<file path="src/rtl/ovl_win_sched_if.sv">
// Bundle of requester-side and checker-side signals for ovl_win_sched.
// The slave modport is the scheduler's view; master is the requester/bench side.
interface ovl_win_sched_if #(
  parameter int NUM_REQ = 4,
  parameter int WIDTH   = 8,
  parameter int ID_W    = 2
);
  logic [NUM_REQ-1:0]       req;
  logic [NUM_REQ-1:0]       done;
  logic [NUM_REQ*WIDTH-1:0] test_expr;
  logic [NUM_REQ-1:0]       gnt;
  logic [ID_W-1:0]          gnt_id;
  logic                     start_event;
  logic                     end_event;
  logic                     window;
  logic [WIDTH-1:0]         sel_expr;
  logic                     fire;
  logic [ID_W-1:0]          fire_id;
  logic                     timeout;

  modport master (
    output req, done, test_expr,
    input  gnt, gnt_id, start_event, end_event, window, sel_expr, fire, fire_id, timeout
  );

  modport slave (
    input  req, done, test_expr,
    output gnt, gnt_id, start_event, end_event, window, sel_expr, fire, fire_id, timeout
  );
endinterface

</file>
<file path="src/rtl/ovl_win_sched.sv">
// Round-robin scheduler sharing one window-unchange checker among NUM_REQ requesters.
// Define OVL_WIN_SCHED_TIMEOUT_EN to enable the MAX_WIN forced close and timeout pulse.
module ovl_win_sched #(
  parameter int NUM_REQ = 4,
  parameter int WIDTH   = 8,
  parameter int ID_W    = 2,
  parameter int MAX_WIN = 255
) (
  input  logic          clk,
  input  logic          reset_n,
  ovl_win_sched_if.slave bus
);

  typedef enum logic [1:0] {IDLE, START, OPEN, CLOSE} state_t;

  if (NUM_REQ < 2 || NUM_REQ > 16 || (1 << ID_W) < NUM_REQ ||
      MAX_WIN < 1 || MAX_WIN > 65535) begin : g_bad_cfg
    $error("ovl_win_sched: invalid parameter combination");
  end

  state_t               state_reg, state_next;
  logic [NUM_REQ-1:0]   gnt_reg, gnt_next;
  logic [ID_W-1:0]      gnt_id_reg, gnt_id_next;
  logic [ID_W-1:0]      ptr_reg, ptr_next;
  logic [WIDTH-1:0]     snap_reg, snap_next;
  logic                 fired_reg, fired_next;
  logic                 start_reg, start_next;
  logic                 end_reg, end_next;
  logic                 window_reg, window_next;
  logic                 fire_reg, fire_next;
  logic [ID_W-1:0]      fire_id_reg, fire_id_next;
`ifdef OVL_WIN_SCHED_TIMEOUT_EN
  localparam logic [15:0] CNT_LAST = 16'(MAX_WIN - 1);
  logic [15:0]          cnt_reg, cnt_next;
  logic                 timeout_reg, timeout_next;
`endif

  logic [WIDTH-1:0]     expr_arr [NUM_REQ];
  logic [WIDTH-1:0]     sel_expr;
  logic [ID_W-1:0]      win_id, hi_id, lo_id;
  logic                 hi_found;

  generate
    for (genvar gi = 0; gi < NUM_REQ; gi++) begin : g_slice
      assign expr_arr[gi] = bus.test_expr[gi*WIDTH +: WIDTH];
    end
  endgenerate

  assign sel_expr = expr_arr[gnt_id_reg];

  // Round-robin: lowest set bit above ptr wins, otherwise wrap to lowest set bit.
  always_comb begin
    hi_found = 1'b0;
    hi_id    = '0;
    lo_id    = '0;
    for (int i = NUM_REQ - 1; i >= 0; i--) begin
      if (bus.req[i]) begin
        lo_id = ID_W'(i);
        if (i > int'(ptr_reg)) begin
          hi_id    = ID_W'(i);
          hi_found = 1'b1;
        end
      end
    end
    win_id = hi_found ? hi_id : lo_id;
  end

  always_comb begin
    state_next   = state_reg;
    gnt_next     = gnt_reg;
    gnt_id_next  = gnt_id_reg;
    ptr_next     = ptr_reg;
    snap_next    = snap_reg;
    fired_next   = fired_reg;
    fire_next    = 1'b0;
    fire_id_next = fire_id_reg;
`ifdef OVL_WIN_SCHED_TIMEOUT_EN
    cnt_next     = cnt_reg;
    timeout_next = 1'b0;
`endif
    case (state_reg)
      IDLE: begin
        if (|bus.req) begin
          state_next  = START;
          gnt_next    = NUM_REQ'(1) << win_id;
          gnt_id_next = win_id;
          ptr_next    = win_id;
        end
      end
      START: begin
        snap_next  = sel_expr;
        fired_next = 1'b0;
`ifdef OVL_WIN_SCHED_TIMEOUT_EN
        cnt_next   = '0;
`endif
        state_next = OPEN;
      end
      OPEN: begin
        // Compare runs on every OPEN edge, including the one that closes the window.
        if (sel_expr != snap_reg && !fired_reg) begin
          fire_next    = 1'b1;
          fire_id_next = gnt_id_reg;
          fired_next   = 1'b1;
        end
`ifdef OVL_WIN_SCHED_TIMEOUT_EN
        cnt_next = (cnt_reg == CNT_LAST) ? cnt_reg : cnt_reg + 16'd1;
`endif
        if (bus.done[gnt_id_reg]) begin
          state_next = CLOSE;
        end else if (!bus.req[gnt_id_reg]) begin
          state_next = CLOSE;
        end
`ifdef OVL_WIN_SCHED_TIMEOUT_EN
        else if (cnt_reg == CNT_LAST) begin
          state_next   = CLOSE;
          timeout_next = 1'b1;
        end
`endif
      end
      CLOSE: begin
        gnt_next   = '0;
        state_next = IDLE;
      end
      default: state_next = IDLE;
    endcase
    start_next  = (state_next == START);
    end_next    = (state_next == CLOSE);
    window_next = (state_next == OPEN) || (state_next == CLOSE);
  end

  always_ff @(posedge clk or negedge reset_n) begin
    if (!reset_n) begin
      state_reg   <= IDLE;
      gnt_reg     <= '0;
      gnt_id_reg  <= '0;
      ptr_reg     <= ID_W'(NUM_REQ - 1);
      snap_reg    <= '0;
      fired_reg   <= 1'b0;
      start_reg   <= 1'b0;
      end_reg     <= 1'b0;
      window_reg  <= 1'b0;
      fire_reg    <= 1'b0;
      fire_id_reg <= '0;
`ifdef OVL_WIN_SCHED_TIMEOUT_EN
      cnt_reg     <= '0;
      timeout_reg <= 1'b0;
`endif
    end else begin
      state_reg   <= state_next;
      gnt_reg     <= gnt_next;
      gnt_id_reg  <= gnt_id_next;
      ptr_reg     <= ptr_next;
      snap_reg    <= snap_next;
      fired_reg   <= fired_next;
      start_reg   <= start_next;
      end_reg     <= end_next;
      window_reg  <= window_next;
      fire_reg    <= fire_next;
      fire_id_reg <= fire_id_next;
`ifdef OVL_WIN_SCHED_TIMEOUT_EN
      cnt_reg     <= cnt_next;
      timeout_reg <= timeout_next;
`endif
    end
  end

  assign bus.gnt         = gnt_reg;
  assign bus.gnt_id      = gnt_id_reg;
  assign bus.start_event = start_reg;
  assign bus.end_event   = end_reg;
  assign bus.window      = window_reg;
  assign bus.sel_expr    = sel_expr;
  assign bus.fire        = fire_reg;
  assign bus.fire_id     = fire_id_reg;
`ifdef OVL_WIN_SCHED_TIMEOUT_EN
  assign bus.timeout     = timeout_reg;
`else
  assign bus.timeout     = 1'b0;
`endif

endmodule

</file>
<file path="src/flat_wrapper.sv">
// flat-port wrapper written by rule: the top's interface ports become plain ports
module ovl_win_sched_flat 
#(
  parameter int NUM_REQ = 4,
  parameter int WIDTH   = 8,
  parameter int ID_W    = 2,
  parameter int MAX_WIN = 255
)
  (clk, reset_n, bus_req, bus_done, bus_test_expr, bus_gnt, bus_gnt_id, bus_start_event, bus_end_event, bus_window, bus_sel_expr, bus_fire, bus_fire_id, bus_timeout);
  ovl_win_sched_if #(.NUM_REQ(NUM_REQ), .WIDTH(WIDTH), .ID_W(ID_W)) bus_i ();
  input  logic clk;
  input  logic reset_n;
  input wire logic [$bits(bus_i.req)-1:0] bus_req;
  input wire logic [$bits(bus_i.done)-1:0] bus_done;
  input wire logic [$bits(bus_i.test_expr)-1:0] bus_test_expr;
  output wire logic [$bits(bus_i.gnt)-1:0] bus_gnt;
  output wire logic [$bits(bus_i.gnt_id)-1:0] bus_gnt_id;
  output wire logic [$bits(bus_i.start_event)-1:0] bus_start_event;
  output wire logic [$bits(bus_i.end_event)-1:0] bus_end_event;
  output wire logic [$bits(bus_i.window)-1:0] bus_window;
  output wire logic [$bits(bus_i.sel_expr)-1:0] bus_sel_expr;
  output wire logic [$bits(bus_i.fire)-1:0] bus_fire;
  output wire logic [$bits(bus_i.fire_id)-1:0] bus_fire_id;
  output wire logic [$bits(bus_i.timeout)-1:0] bus_timeout;
  assign bus_i.req = bus_req;
  assign bus_i.done = bus_done;
  assign bus_i.test_expr = bus_test_expr;
  assign bus_gnt = bus_i.gnt;
  assign bus_gnt_id = bus_i.gnt_id;
  assign bus_start_event = bus_i.start_event;
  assign bus_end_event = bus_i.end_event;
  assign bus_window = bus_i.window;
  assign bus_sel_expr = bus_i.sel_expr;
  assign bus_fire = bus_i.fire;
  assign bus_fire_id = bus_i.fire_id;
  assign bus_timeout = bus_i.timeout;
  ovl_win_sched #(.NUM_REQ(NUM_REQ), .WIDTH(WIDTH), .ID_W(ID_W), .MAX_WIN(MAX_WIN)) u_core (.clk(clk), .reset_n(reset_n), .bus(bus_i));
endmodule
</file>
<file path="config.mk">
export PLATFORM = sky130hd
export DESIGN_NAME = ovl_win_sched_flat
export DESIGN_NICKNAME = d
export VERILOG_FILES = /design/src/rtl/ovl_win_sched_if.sv /design/src/rtl/ovl_win_sched.sv /design/src/flat_wrapper.sv
export SDC_FILE = /design/constraint.sdc
export NUM_CORES = 1
export LEC_CHECK = 0
export CORE_MARGIN = 2
export CORE_UTILIZATION = 42
export DETAILED_ROUTE_END_ITERATION = 10
export PLACE_DENSITY = 0.89
export SYNTH_ARGS = -nofsm -noshare
export SYNTH_HDL_FRONTEND = slang
export SYNTH_SLANG_ARGS = --single-unit
</file>
<file path="constraint.sdc">
create_clock -name clk -period 2.5 [get_ports clk]
set_input_delay 0.25 -clock clk [delete_from_list [all_inputs] [get_ports clk]]
set_output_delay 0.25 -clock clk [all_outputs]
set_load 0.03 [all_outputs]
</file>
======== After elaboration in Yosys (flattened, before gate mapping) ========
Index checks and enable logic that the tools add are counted.
cells by class
  shifts and indexed selects .............. 1
  mux-type cells .......................... 34
  equal/unequal tests ..................... 9
  magnitude comparators ................... 5
  bitwise operators ....................... 1
  reductions and logical operators ........ 11
operators by type and width
  kind                                                                             count
  2-bit two-way mux                                                                14
  8-bit binary-select mux with 2-bit select                                        1
  8-bit two-way mux                                                                2
  1-bit two-way mux                                                                11
  2-bit equality test (second input constant)                                      4
  8-bit != test                                                                    1
  2-bit one-hot mux with 4 select lines                                            1
  4-bit one-hot mux with 2 select lines                                            1
  2-bit AND reduction                                                              4
  1-bit binary-select mux with 2-bit select                                        2
  2-bit by 1-bit equality test with 1-bit output (second input constant)           2
  2-bit greater-than comparator (first input constant)                             2
  4-bit two-way mux                                                                1
  2-bit by 1-bit != test with 1-bit output (second input constant)                 2
  2-bit nonzero test                                                               2
  4-bit OR reduction                                                               1
  1-bit by 2-bit << shifter with 4-bit output (first input constant)               1
  3-bit greater-or-equal comparator (second input constant)                        1
  2-bit by 3-bit less-than comparator with 1-bit output (second input constant)    1
  2-bit NOT with 3-bit output                                                      1
  1-bit by 2-bit greater-than comparator with 1-bit output (first input constant)  1
  2-bit logical NOT                                                                1
  1-bit one-hot mux with 2 select lines                                            1
  1-bit logical AND                                                                1
  other kinds (2)                                                                  2
word-level totals
  output and inout port bits .............. 21
  bits of input ports ..................... 42
  register bits after elaboration ......... 25
  logic and storage cells ................. 72

======== Longest topological paths before layout ========
Gate-level depths: netlist (run 1).
  depth after elaboration ................. 11
  depth in mapped cells ................... 7
  gate-level depth less buffers ........... 5

======== Worst setup path after synthesis (run 1) ========
Ideal clock, no wire load.
  path kind ............................... register to register
  start ................................... register u_core.gnt_id_reg[0] (netlist: u_core.bus.gnt_id[0])
  end ..................................... register u_core.fire_id_reg[0] (netlist: u_core.bus.fire_id[0])
  arrival time ............................ 2.276 ns
  data required time ...................... 2.372 ns
  cell stages (with the launch flop) ...... 7
  buffers on the path ..................... 1
  period minus slack after synthesis ...... 2.404 ns
  library setup time ...................... 0.128 ns
  setup slack ............................. 0.096 ns
  path through ............................ dfrtp_1 buf_6 mux4_1 xnor2_1 nand4_1 o21ai_2 mux2_1
on the way
  cells in the longest elaborated chain, start to end .. 7
ends and longest elaborated chain
  what                                                  line                  source
  start: declaration                                    ovl_win_sched.sv:23   logic [ID_W-1:0] gnt_id_reg, gnt_id_next;
  start signal: assignment                              ovl_win_sched.sv:151  gnt_id_reg <= gnt_id_next;
  2-bit NOT with 3-bit output (implied by the code)     ovl_win_sched.sv:49   assign sel_expr = expr_arr[gnt_id_reg];
  8-bit binary-select mux with 2-bit select             ovl_win_sched.sv:49
  8-bit two-way mux (implied by the code) (2 in a row)  ovl_win_sched.sv:49
  via bus_sel_expr[3]                                   flat_wrapper.sv:21    output wire logic [$bits(bus_i.sel_expr)-1:0] bus_sel_expr;
  8-bit != test                                         ovl_win_sched.sv:100  if (sel_expr != snap_reg && !fired_reg) begin
  1-bit logical AND                                     ovl_win_sched.sv:100
  2-bit AND reduction (no line)                         -
  end signal: assignment                                ovl_win_sched.sv:159  fire_id_reg <= fire_id_next;
  end: declaration                                      ovl_win_sched.sv:31   logic [ID_W-1:0] fire_id_reg, fire_id_next;
The timed path passes the listed nets, and every way through them passes these cells. The select of a mux whose other input is x is not followed.
A chain may end at the register's enable or synchronous reset.

======== Worst setup path after layout (run 1) ========
  start ................................... register u_core.gnt_id_reg[0] (netlist: u_core.bus.gnt_id[0])
  end ..................................... output port bus_sel_expr[7]
on the way
  cells in the longest elaborated chain, start to end .. 4
ends and longest elaborated chain
  what                                                  line
  2-bit NOT with 3-bit output (implied by the code)     ovl_win_sched.sv:49
  8-bit binary-select mux with 2-bit select             ovl_win_sched.sv:49
  8-bit two-way mux (implied by the code) (2 in a row)  ovl_win_sched.sv:49
  end: declaration                                      flat_wrapper.sv:21
Every way passes these cells. The select of a mux whose other input is x is not followed.

==> metrics.md, run 1 <==
| Metric | Value |
|---|---|
| Rel. slew slack | `0.496` |
| Final core area utilization | `0.647` |
| DR iter-0 viols | `62` |
| Worst reg2reg path depth | `5` |
| Htree depth | `1` |
| DR vias | `1287` |
| Hold crit path type | `in -> async` |
| Clock root buffer | `clkbuf_4` |
| # IOs | `63` |
| Final Routed Wirelength | `4.04 mm` |
| Sequential share of the synthesized area | `0.419` |
| FF+latch area | `604 µm²` |
| Die X | `62.5 µm` |
| First-pass GRT wire length | `6.52 mm` |
| Fmax | `424 MHz` |
| Via-per-instance ratio | `5.52` |
| Max incr delay on CP | `0.62 ns` |
| Synth Net Count | `169` |
| Layout cells sized above 1 | `0.139` |
| Clock Pin Slew Worst Setup and Hold Paths | `0.13 ns` |
| Slowest stage cell, crit path | `clkdlybuf4s50_1` |
| Die Ht | `62.5 µm` |
| Initial Util | `0.435` |
| Pins Over Slew Limit | `0` |
| Arr. time, crit path | `2.11 ns` |
| Critical Path RT | `2.25 ns` |
| Synth cell types | `37` |
| Unrepaired setup endpoints after global routing | `false` |
| Final TNS setup | `0 ns` |
| WS Path Type | `reg -> out` |
| R2r setup slk | `0.20 ns` |
| Final-report setup violation count | `0` |
| IO buf count | `61` |
| PwrDens | `1230 nW/µm²` |
| Worst r2r src | `u_core.bus.gnt_id[0]$_DFFE_PN0P_` |
| Logic pwr share | `0.622` |
| CP max FO | `11` |
| CTS sink cnt | `24` |
| Count leader, synth | `dfrtp_1` |
| Internal power | `1.48 mW` |
| Total track usage | `0.208` |
| Antenna viol nets, final | `0` |
| Tmin final | `2.36 ns` |
| #FFs+latches synth | `24` |
| Asr flop ratio synth | `1.00` |
| Synth top area cells | `dfrtp_1 38%, mux4_1 7.3%, mux2_2 6.3%, mux4_2 6.3%, xnor2_1 4.9%` |
| Clock share of power | `0.078` |
| # DRC | `0` |
| Detailed placer's ending HPWL | `3.13 mm` |
| Initial antenna violation count | `0` |
| Worst Setup End Kind | `output pin` |
| Drt first pass iters | `4` |
| Final Cycle Share | `0.943` |
| Netlist Area Pre-Place | `1440 µm²` |
| Crit path launch type | `flop` |
| Actual slew at the worst max-slew pin | `0.753 ns` |
| Max reg flops | `8` |
| Maximum buffer depth of the clock tree | `2` |
| Quantity of hold-fixing buffers added after cts | `0` |
| Row cnt | `21` |
| Syn_area_per_cell | `11.7 µm²` |
| Syn-to-layout area delta | `48.8%` |
| Post-synth EDFFs | `0` |
| Status | `complete, no violations` |
| Synth top cells by count | `22 x dfrtp_1, 9 x nand2_1` |
| CP Cell Sequence | `mux4_2, clkdlybuf4s50_1` |
| Synth top area share | `0.383` |
| Leakage | `0.917 nW` |
| CTS buffer count | `3` |
| Max-cap violation count | `0` |
| Vias in the first global route | `1351` |
| Sw power | `1.15 mW` |
| Gpl congestion | `0.845` |
| Post-Synthesis Cells | `123` |
| Core Region | `3310 µm²` |
| Post-synth top flop | `dfrtp_1` |
| Synth Warn # | `0` |
| GRT overflow | `0` |
| Largest net degree at the start of global routing | `18` |
| Reg2reg end | `u_core.bus.fire_id[0]$_DFFE_PN0P_` |
| Setup Skew | `0.00283 ns` |
| Flop pwr share | `0.301` |
| # diodes | `0` |
| Nets | `234` |
| Sw frac | `0.439` |
| Worst skew pair latency | `0.31 ns` |
| Peak VDD IR | `0.532 mV` |
| DR WL/cell | `17.3 µm` |
| CTS tree | `done` |
| DIE AREA | `3910 µm²` |
| Yosys top cell by area | `dfrtp_1` |
| Fin. Hold Viols | `0` |
| Area of the multi-input gates | `754 µm²` |
| Fillers | `248` |
-- layout make-up --
class	count	area share
clock buffer	4	0.0169
inverter	8	0.0140
multi-input combinational	85	0.352
tap	46	0.0269
timing repair buffer	66	0.307
sequential	24	0.282
-- cells in the final DEF (no fill, tap or decap), types with 5 or more instances in the layout --
cell type	Yosys	layout
clkdlybuf4s50_1	0	57
dfrtp_1	22	21
nand2_1	9	9
inv_1	8	8
nor2_1	8	8
xnor2_1	8	8
mux2_2	8	8
o21ai_0	6	6
buf_4	1	5
-- power groups by stage --
stage | Clock [mW] | Sequential [mW] | Combinational, mW
after floorplan | 0 | 0.869 | 0.988
after global placement | 0 | 0.776 | 1.53
after detailed placement | 0 | 0.796 | 1.60
after CTS | 0.208 | 0.788 | 1.61
after global routing | 0.228 | 0.821 | 1.74
final | 0.204 | 0.791 | 1.64
-- through the flow --
step | hold slack (ns) | cell area (µm²) | total power, mW | setup slack, ns | instances
after detailed placement | 0.486 | 2080 | 2.40 | 0.0356 | 227
after global routing | 0.400 | 2140 | 2.79 | 0.0635 | 233
after CTS | 0.375 | 2120 | 2.60 | 0.0268 | 231
after floorplan | -0.0456 | 1440 | 1.86 | 0.0965 | 123
after global placement | 0.483 | 2080 | 2.31 | 0.183 | 227
final | 0.362 | 2140 | 2.63 | 0.143 | 233
-- critical path: cells and delay by family (launching register included) --
kind / cells / cell delay, ns
mux: 1 / 0.61
flops: 1 / 0.57
buf+inv: 1 / 0.62
-- per-layer routing --
| metal | vias up | track usage | share of wire |
|---|---|---|---|
| met1 | 629 | 0.255 | 0.39 |
| met4 | 0 | 0.0611 | 0.013 |
| met2 | 75 | 0.358 | 0.52 |
| met5 | - | 0 | 0 |
| li1 | 577 | - | - |
| met3 | 6 | 0.0577 | 0.082 |
-- cell families after synthesis --
group,synth area share
xor gates and xnor gates,0.0487
buffers and inverters,0.0565
and+or+nand+nor,0.101
other,0.00261
DFF,0.419
muxes,0.214
adders and majority gates,0.0348
AOI/OAI and AO/OA,0.123
-- worst max path at each step --
stage                                     start                                 to  slack (ns)  cells past startpoint
3_5_place_dp   u_core.bus.gnt_id[0]$_DFFE_PN0P_  u_core.bus.fire_id[1]$_DFFE_PN0P_        0.04                      5
3_3_place_gp   u_core.bus.gnt_id[0]$_DFFE_PN0P_  u_core.bus.fire_id[0]$_DFFE_PN0P_        0.18                      5
4_1_cts        u_core.bus.gnt_id[0]$_DFFE_PN0P_                    bus_sel_expr[3]        0.03                      2
5_1_grt        u_core.bus.gnt_id[0]$_DFFE_PN0P_                    bus_sel_expr[7]        0.06                      2
2_1_floorplan  u_core.bus.gnt_id[0]$_DFFE_PN0P_  u_core.bus.fire_id[0]$_DFFE_PN0P_         0.1                      6
6_report       u_core.bus.gnt_id[0]$_DFFE_PN0P_                    bus_sel_expr[7]        0.14                      2
-- timing repair --
item                                   CTS  global route
pin swaps                                0             0
setup endpoints to repair                8             4
endpoints found under the hold margin    0             0
setup buffers                            0             2
gates resized for setup                  1             4
No activity file was read; power rests on OpenSTA's default activity.
==> run 2: changes to the inputs <==
--- a/config.mk
+++ b/config.mk
@@ -6,9 +6,9 @@
 export NUM_CORES = 1
 export LEC_CHECK = 0
 export CORE_MARGIN = 2
-export CORE_UTILIZATION = 42
+export CORE_UTILIZATION = 45
 export DETAILED_ROUTE_END_ITERATION = 10
-export PLACE_DENSITY = 0.89
+export PLACE_DENSITY = 0.94
 export SYNTH_ARGS = -nofsm -noshare
 export SYNTH_HDL_FRONTEND = slang
 export SYNTH_SLANG_ARGS = --single-unit
==> constraint.sdc (replaced) <==
create_clock -name clk -period 2.87 [get_ports clk]
set_input_delay 0.287 -clock clk [delete_from_list [all_inputs] [get_ports clk]]
set_output_delay 0.287 -clock clk [all_outputs]
set_load 0.03 [all_outputs]
==> metrics.md, run 2 (same netlist as run 1, synthesis figures left out) <==
| Metric | Value |
|---|---|
| Status | `complete, no violations` |
| Drt first pass iters | `4 (unchanged)` |
| Post-route cell area | `2100 µm² (-1.8%)` |
| Final TNS setup | `0 ns (unchanged)` |
| Vias in the first global route | `1102 (-18%)` |
| Sw frac | `0.429 (-0.00951)` |
| First-pass GRT wire length | `5.02 mm (-23%)` |
| CTS sink cnt | `24 (unchanged)` |
| Detailed placer's ending HPWL | `2.76 mm (-12%)` |
| Final Cycle Share | `0.913` |
| Cts repair resizes | `0 (-1)` |
| Final worst setup slack | `0.251 ns (+0.108 ns)` |
| Worst path top cell family by delay | `buffers and inverters` |
| Logic pwr share | `0.627 (+0.005)` |
| Post-placement cell count | `225 (-0.88%)` |
| Gpl congestion | `0.839 (-0.80%)` |
| Met3 wire length | `262 µm (-21%)` |
| Slowest stage cell, crit path | `dfrtp_1` |
| Final core area utilization | `0.689 (+0.0419)` |
| Die Ht | `60.5 µm (-3.2%)` |
| Worst reg2reg path depth | `6 (+1)` |
| Largest net degree at the start of global routing | `24 (+6)` |
| Flop pwr share | `0.307 (+0.006)` |
| Leading cell types in the layout, fill and taps excluded | `61 x clkdlybuf4s50_1, 22 x dfrtp_1, 9 x nand2_1` |
| Initial antenna violation count | `0 (unchanged)` |
| DR vias | `1211 (-5.9%)` |
| Unrepaired setup endpoints after global routing | `false` |
| Die X | `60.5 µm (-3.2%)` |
| WL met2 | `1.68 mm (-19%)` |
| Total track usage | `0.187 (-0.0212)` |
| Fillers | `232 (-6.5%)` |
| Final Instance Count excl. Fillers | `229 (-1.7%)` |
| Antenna viol nets, final | `0 (unchanged)` |
| Critical path depth | `3 (+1)` |
| Setup bufs post-CTS | `0 (unchanged)` |
| Via-per-instance ratio | `5.29 (-4.3%)` |
| Final Routed Wirelength | `3.36 mm (-17%)` |
| Clock root buffer | `clkbuf_4` |
| Pins Over Slew Limit | `0 (unchanged)` |
| Syn-to-layout area delta | `46.1%` |
| Initial Util | `0.471 (+0.0367)` |
| Rel. slew slack | `0.328 (-0.169)` |
| # IOs | `63 (unchanged)` |
| DR WL/cell | `14.7 µm (-15%)` |
| Actual slew at the worst max-slew pin | `1.01 ns (+0.252 ns)` |
| CP Cell Sequence | `buf_4, mux4_2, clkdlybuf4s50_1` |
| Setup Skew | `0.0125 ns (+0.00963 ns)` |
| Max incr delay on CP | `0.63 ns (about the same)` |
| Worst hold margin | `0.512 ns (+0.149 ns)` |
| Commonest non-fill, non-tap cell in the layout | `clkdlybuf4s50_1` |
| Placed cell area | `2080 µm² (-0.12%)` |
| WS Path Type | `reg -> out` |
| Layout cells sized above 1 | `0.119 (-0.0201)` |
| Maximum buffer depth of the clock tree | `2 (unchanged)` |
| Fmax | `382 MHz` |
| Row cnt | `20 (-4.8%)` |
| PwrDens | `1040 nW/µm² (-15%)` |
| Nets | `232 (-0.85%)` |
| Max reg flops | `8 (unchanged)` |
| # DRC | `0 (unchanged)` |
| Crit path launch type | `flop` |
| WP buf/inv | `2 (+1)` |
| Htree depth | `1 (unchanged)` |
| Uppermost layer routed | `met4` |
| Critical Path RT | `2.58 ns (+0.33 ns)` |
| Worst skew pair latency | `0.31 ns (about the same)` |
| Worst Setup End Kind | `output pin` |
| Core Region | `3050 µm² (-7.8%)` |
| Tmin final | `2.62 ns` |
| Fin. Hold Viols | `0 (unchanged)` |
| Max-cap violation count | `0 (unchanged)` |
| DR iter-0 viols | `24 (-61%)` |
| Placement Setup Slack | `0.493 ns (+0.457 ns)` |
| Clock share of power | `0.066 (-0.012)` |
| Arr. time, crit path | `2.33 ns (+0.22 ns)` |
| GRT overflow | `0 (unchanged)` |
| Metal-1 WL | `1.38 mm (-12%)` |
| CTS buffer count | `3 (unchanged)` |
| # diodes | `0 (unchanged)` |
| CTS tree | `done` |
| Sw power | `940 µW (-19%)` |
| DIE AREA | `3670 µm² (-6.2%)` |
| Peak VDD IR | `0.468 mV (-12%)` |
| Final-report setup violation count | `0 (unchanged)` |
| Tot Pwr | `2.19 mW (-17%)` |
| IO buf count | `61 (unchanged)` |
| Clock Pin Slew Worst Setup and Hold Paths | `0.12 ns (about the same)` |
| Quantity of hold-fixing buffers added after cts | `0 (unchanged)` |
| Hold crit path type | `in -> async` |
| Internal power | `1.25 mW (-15%)` |
| Leakage | `0.866 nW (-5.6%)` |
| CP max FO | `9 (-2)` |
==> run 2: cell type report <==
type / count / area, µm² / share of cell area
multi-input combinational: 85 / 754 / 0.359
sequential: 24 / 603 / 0.287
inverter: 8 / 30.0 / 0.0143
clock buffer: 4 / 26.3 / 0.0125
tap: 44 / 55.1 / 0.0262
timing repair buffer: 64 / 633 / 0.301
==> run 2: metal layers <==
layer / vias to the layer above / GRT usage
met4: 0 / 0.0559
met5: - / 0
li1: 581 / -
met1: 579 / 0.225
met2: 46 / 0.337
met3: 5 / 0.0384
==> run 2: path summary, 6_finish.rpt <==
kind	endpoint	slack, ns	startpoint
max in group asynchronous	u_core.ptr_reg[1]$_DFFE_PN1P_	1.64	reset_n
hold reg to reg	u_core.ptr_reg[1]$_DFFE_PN1P_	0.51	u_core.ptr_reg[1]$_DFFE_PN1P_
hold / removal	u_core.bus.fire_id[0]$_DFFE_PN0P_	0.51	reset_n
setup reg to reg	u_core.bus.fire_id[0]$_DFFE_PN0P_	0.51	u_core.bus.gnt_id[0]$_DFFE_PN0P_
min in group clk	u_core.ptr_reg[1]$_DFFE_PN1P_	0.51	u_core.ptr_reg[1]$_DFFE_PN1P_
setup / recovery	bus_sel_expr[6]	0.25	u_core.bus.gnt_id[0]$_DFFE_PN0P_
==> run 2: power groups by stage <==
| stage | combinational [mW] | sequential (mW) | clock [mW] |
|---|---|---|---|
| 3_3_place_gp | 1.34 | 0.668 | 0 |
| 2_1_floorplan | 0.860 | 0.757 | 0 |
| 5_1_grt | 1.47 | 0.695 | 0.166 |
| 3_5_place_dp | 1.38 | 0.681 | 0 |
| 6_report | 1.37 | 0.673 | 0.145 |
| 4_1_cts | 1.38 | 0.673 | 0.149 |
==> run 3: changes to the inputs <==
--- a/config.mk
+++ b/config.mk
@@ -5,7 +5,7 @@
 export SDC_FILE = /design/constraint.sdc
 export NUM_CORES = 1
 export LEC_CHECK = 0
-export CORE_MARGIN = 2
+export CORE_MARGIN = 4
 export CORE_UTILIZATION = 45
 export DETAILED_ROUTE_END_ITERATION = 10
 export PLACE_DENSITY = 0.94
==> metrics.md, run 3 (same netlist as run 1, synthesis figures left out) <==
| Metric | Value |
|---|---|
| Status | `complete, no violations` |
| Layout cells sized above 1 | `0.125 (+0.00608)` |
| Clock share of power | `0.106 (+0.040)` |
| Gpl congestion | `0.827 (-1.4%)` |
| WS Path Type | `reg -> out` |
| Unrepaired setup endpoints after global routing | `false` |
| Vias in the first global route | `1327 (+20%)` |
| GRT overflow | `0 (unchanged)` |
| Worst path top cell family by delay | `multiplexers` |
| DIE AREA | `4170 µm² (+14%)` |
| First-pass GRT wire length | `6.18 mm (+23%)` |
| Drt first pass iters | `4 (unchanged)` |
| Final core area utilization | `0.695 (+0.00656)` |
| Pins Over Slew Limit | `0 (unchanged)` |
| Antenna viol nets, final | `0 (unchanged)` |
| Actual slew at the worst max-slew pin | `0.987 ns (-0.0187 ns)` |
| Cts repair resizes | `0 (unchanged)` |
| Nets | `231 (-0.43%)` |
| CTS buffer count | `3 (unchanged)` |
| Worst hold margin | `0.488 ns (-0.0239 ns)` |
| Flop pwr share | `0.299 (-0.008)` |
| Clock Pin Slew Worst Setup and Hold Paths | `0.14 ns (+0.02 ns)` |
| Final TNS setup | `0 ns (unchanged)` |
| Max-cap violation count | `0 (unchanged)` |
| # IOs | `63 (unchanged)` |
| Fmax | `393 MHz (+3.1%)` |
| CP Cell Sequence | `mux4_1, clkdlybuf4s50_1` |
| DR WL/cell | `17.1 µm (+17%)` |
| Die X | `64.5 µm (+6.6%)` |
| Logic pwr share | `0.595 (-0.032)` |
| Maximum buffer depth of the clock tree | `2 (unchanged)` |
| Post-route cell area | `2120 µm² (+0.95%)` |
| Final Cycle Share | `0.886 (-0.0270)` |
| Hold crit path type | `in -> async` |
| CP max FO | `15 (+6)` |
| IO buf count | `61 (unchanged)` |
| Crit path launch type | `flop` |
| Max reg flops | `8 (unchanged)` |
| Setup bufs post-CTS | `0 (unchanged)` |
| # DRC | `0 (unchanged)` |
| Leading cell types in the layout, fill and taps excluded | `61 x clkdlybuf4s50_1, 21 x dfrtp_1, 9 x nand2_1` |
| Final worst setup slack | `0.329 ns (+0.0776 ns)` |
| Post-placement cell count | `224 (-0.44%)` |
| Worst Setup End Kind | `output pin` |
| Htree depth | `1 (unchanged)` |
| Clock root buffer | `clkbuf_4` |
| Setup Skew | `0.0114 ns (-0.00105 ns)` |
| Commonest non-fill, non-tap cell in the layout | `clkdlybuf4s50_1` |
| Worst skew pair latency | `0.32 ns (about the same)` |
| Peak VDD IR | `0.481 mV (+2.9%)` |
| DR vias | `1246 (+2.9%)` |
| Final Routed Wirelength | `3.91 mm (+16%)` |
| CTS sink cnt | `24 (unchanged)` |
| WP buf/inv | `1 (-1)` |
| Leakage | `0.874 nW (+0.87%)` |
| Rel. slew slack | `0.340 (+0.0125)` |
| Row cnt | `20 (unchanged)` |
| CTS tree | `done` |
| Detailed placer's ending HPWL | `3.13 mm (+13%)` |
| Sw power | `993 µW (+5.7%)` |
| Final Instance Count excl. Fillers | `228 (-0.44%)` |
| Total track usage | `0.189 (+0.00204)` |
| Syn-to-layout area delta | `47.5%` |
| Core Region | `3050 µm² (unchanged)` |
| Max incr delay on CP | `0.68 ns (+0.05 ns)` |
| DR iter-0 viols | `37 (+54%)` |
| Arr. time, crit path | `2.25 ns (-0.08 ns)` |
| Internal power | `1.33 mW (+6.4%)` |
| Fin. Hold Viols | `0 (unchanged)` |
| Placement Setup Slack | `0.267 ns (-0.226 ns)` |
| Placed cell area | `2070 µm² (-0.36%)` |
| Tmin final | `2.54 ns (-0.0776 ns)` |
| Critical Path RT | `2.58 ns (about the same)` |
| Initial Util | `0.471 (unchanged)` |
| Via-per-instance ratio | `5.46 (+3.3%)` |
| Die Ht | `64.5 µm (+6.6%)` |
| Sw frac | `0.428 (-0.00159)` |
| # diodes | `0 (unchanged)` |
| Slowest stage cell, crit path | `mux4_1` |
| Quantity of hold-fixing buffers added after cts | `0 (unchanged)` |
| Tot Pwr | `2.32 mW (+6.1%)` |
| Largest net degree at the start of global routing | `24 (unchanged)` |
| Final-report setup violation count | `0 (unchanged)` |
| PwrDens | `1090 nW/µm² (+5.1%)` |
| Initial antenna violation count | `0 (unchanged)` |
## run 3: cell types whose count changed in the layout (fill, tap and decap cells not counted), sizes merged
cell | before | now
buf | 3 | 2
bufinv | 0 | 1
clkbuf | 4 | 3
## run 3: cell type report
| cell class | count | area (µm²) |
|---|---|---|
| Fill cell | 217 | 931 |
| Multi-Input combinational cell | 85 | 754 |
| Timing Repair Buffer | 63 | 626 |
| Sequential cell | 24 | 604 |
| Tap cell | 44 | 55.1 |
| Clock inverter | 1 | 30.0 |
| Inverter | 8 | 30.0 |
| Clock buffer | 3 | 22.5 |
## run 3: worst register-to-register path, cell delays in order (launching register included)
cell,delay [ns]
dfrtp_2,0.61
mux4_1,0.69
xnor2_1,0.23
nand4_1,0.16
o21ai_2,0.26
mux2_1,0.35
## run 3: path summary, 6_finish.rpt
path / slack [ns] / from / to / cells past startpoint
worst max-delay path: 0.33 / u_core.bus.gnt_id[0]$_DFFE_PN0P_ / bus_sel_expr[0] / 2
min in group clk: 0.52 / u_core.fired_reg$_DFFE_PN0P_ / u_core.fired_reg$_DFFE_PN0P_ / 2
max in group asynchronous: 1.67 / reset_n / u_core.ptr_reg[0]$_DFFE_PN1P_ / 2
worst min register to register: 0.52 / u_core.fired_reg$_DFFE_PN0P_ / u_core.fired_reg$_DFFE_PN0P_ / 2
worst min-delay path: 0.49 / reset_n / u_core.bus.fire$_DFF_PN0_ / 1
worst max register to register: 0.48 / u_core.bus.gnt_id[0]$_DFFE_PN0P_ / u_core.bus.fire_id[1]$_DFFE_PN0P_ / 5
## run 3: metal layers
metal	track usage	vias to the layer above	share of wire
met1	0.203	610	0.39
met2	0.366	63	0.53
met4	0.0449	0	0.0077
met5	0	-	0
li1	-	569	-
met3	0.0451	4	0.079
## run 3: power groups by stage
| stage | Clock (mW) | Sequential, mW | Combinational (mW) |
|---|---|---|---|
| floorplan | 0 | 0.757 | 0.860 |
| global placement | 0 | 0.681 | 1.32 |
| detailed placement | 0 | 0.700 | 1.38 |
| CTS | 0.249 | 0.694 | 1.39 |
| global route | 0.265 | 0.719 | 1.47 |
| finish | 0.247 | 0.695 | 1.38 |
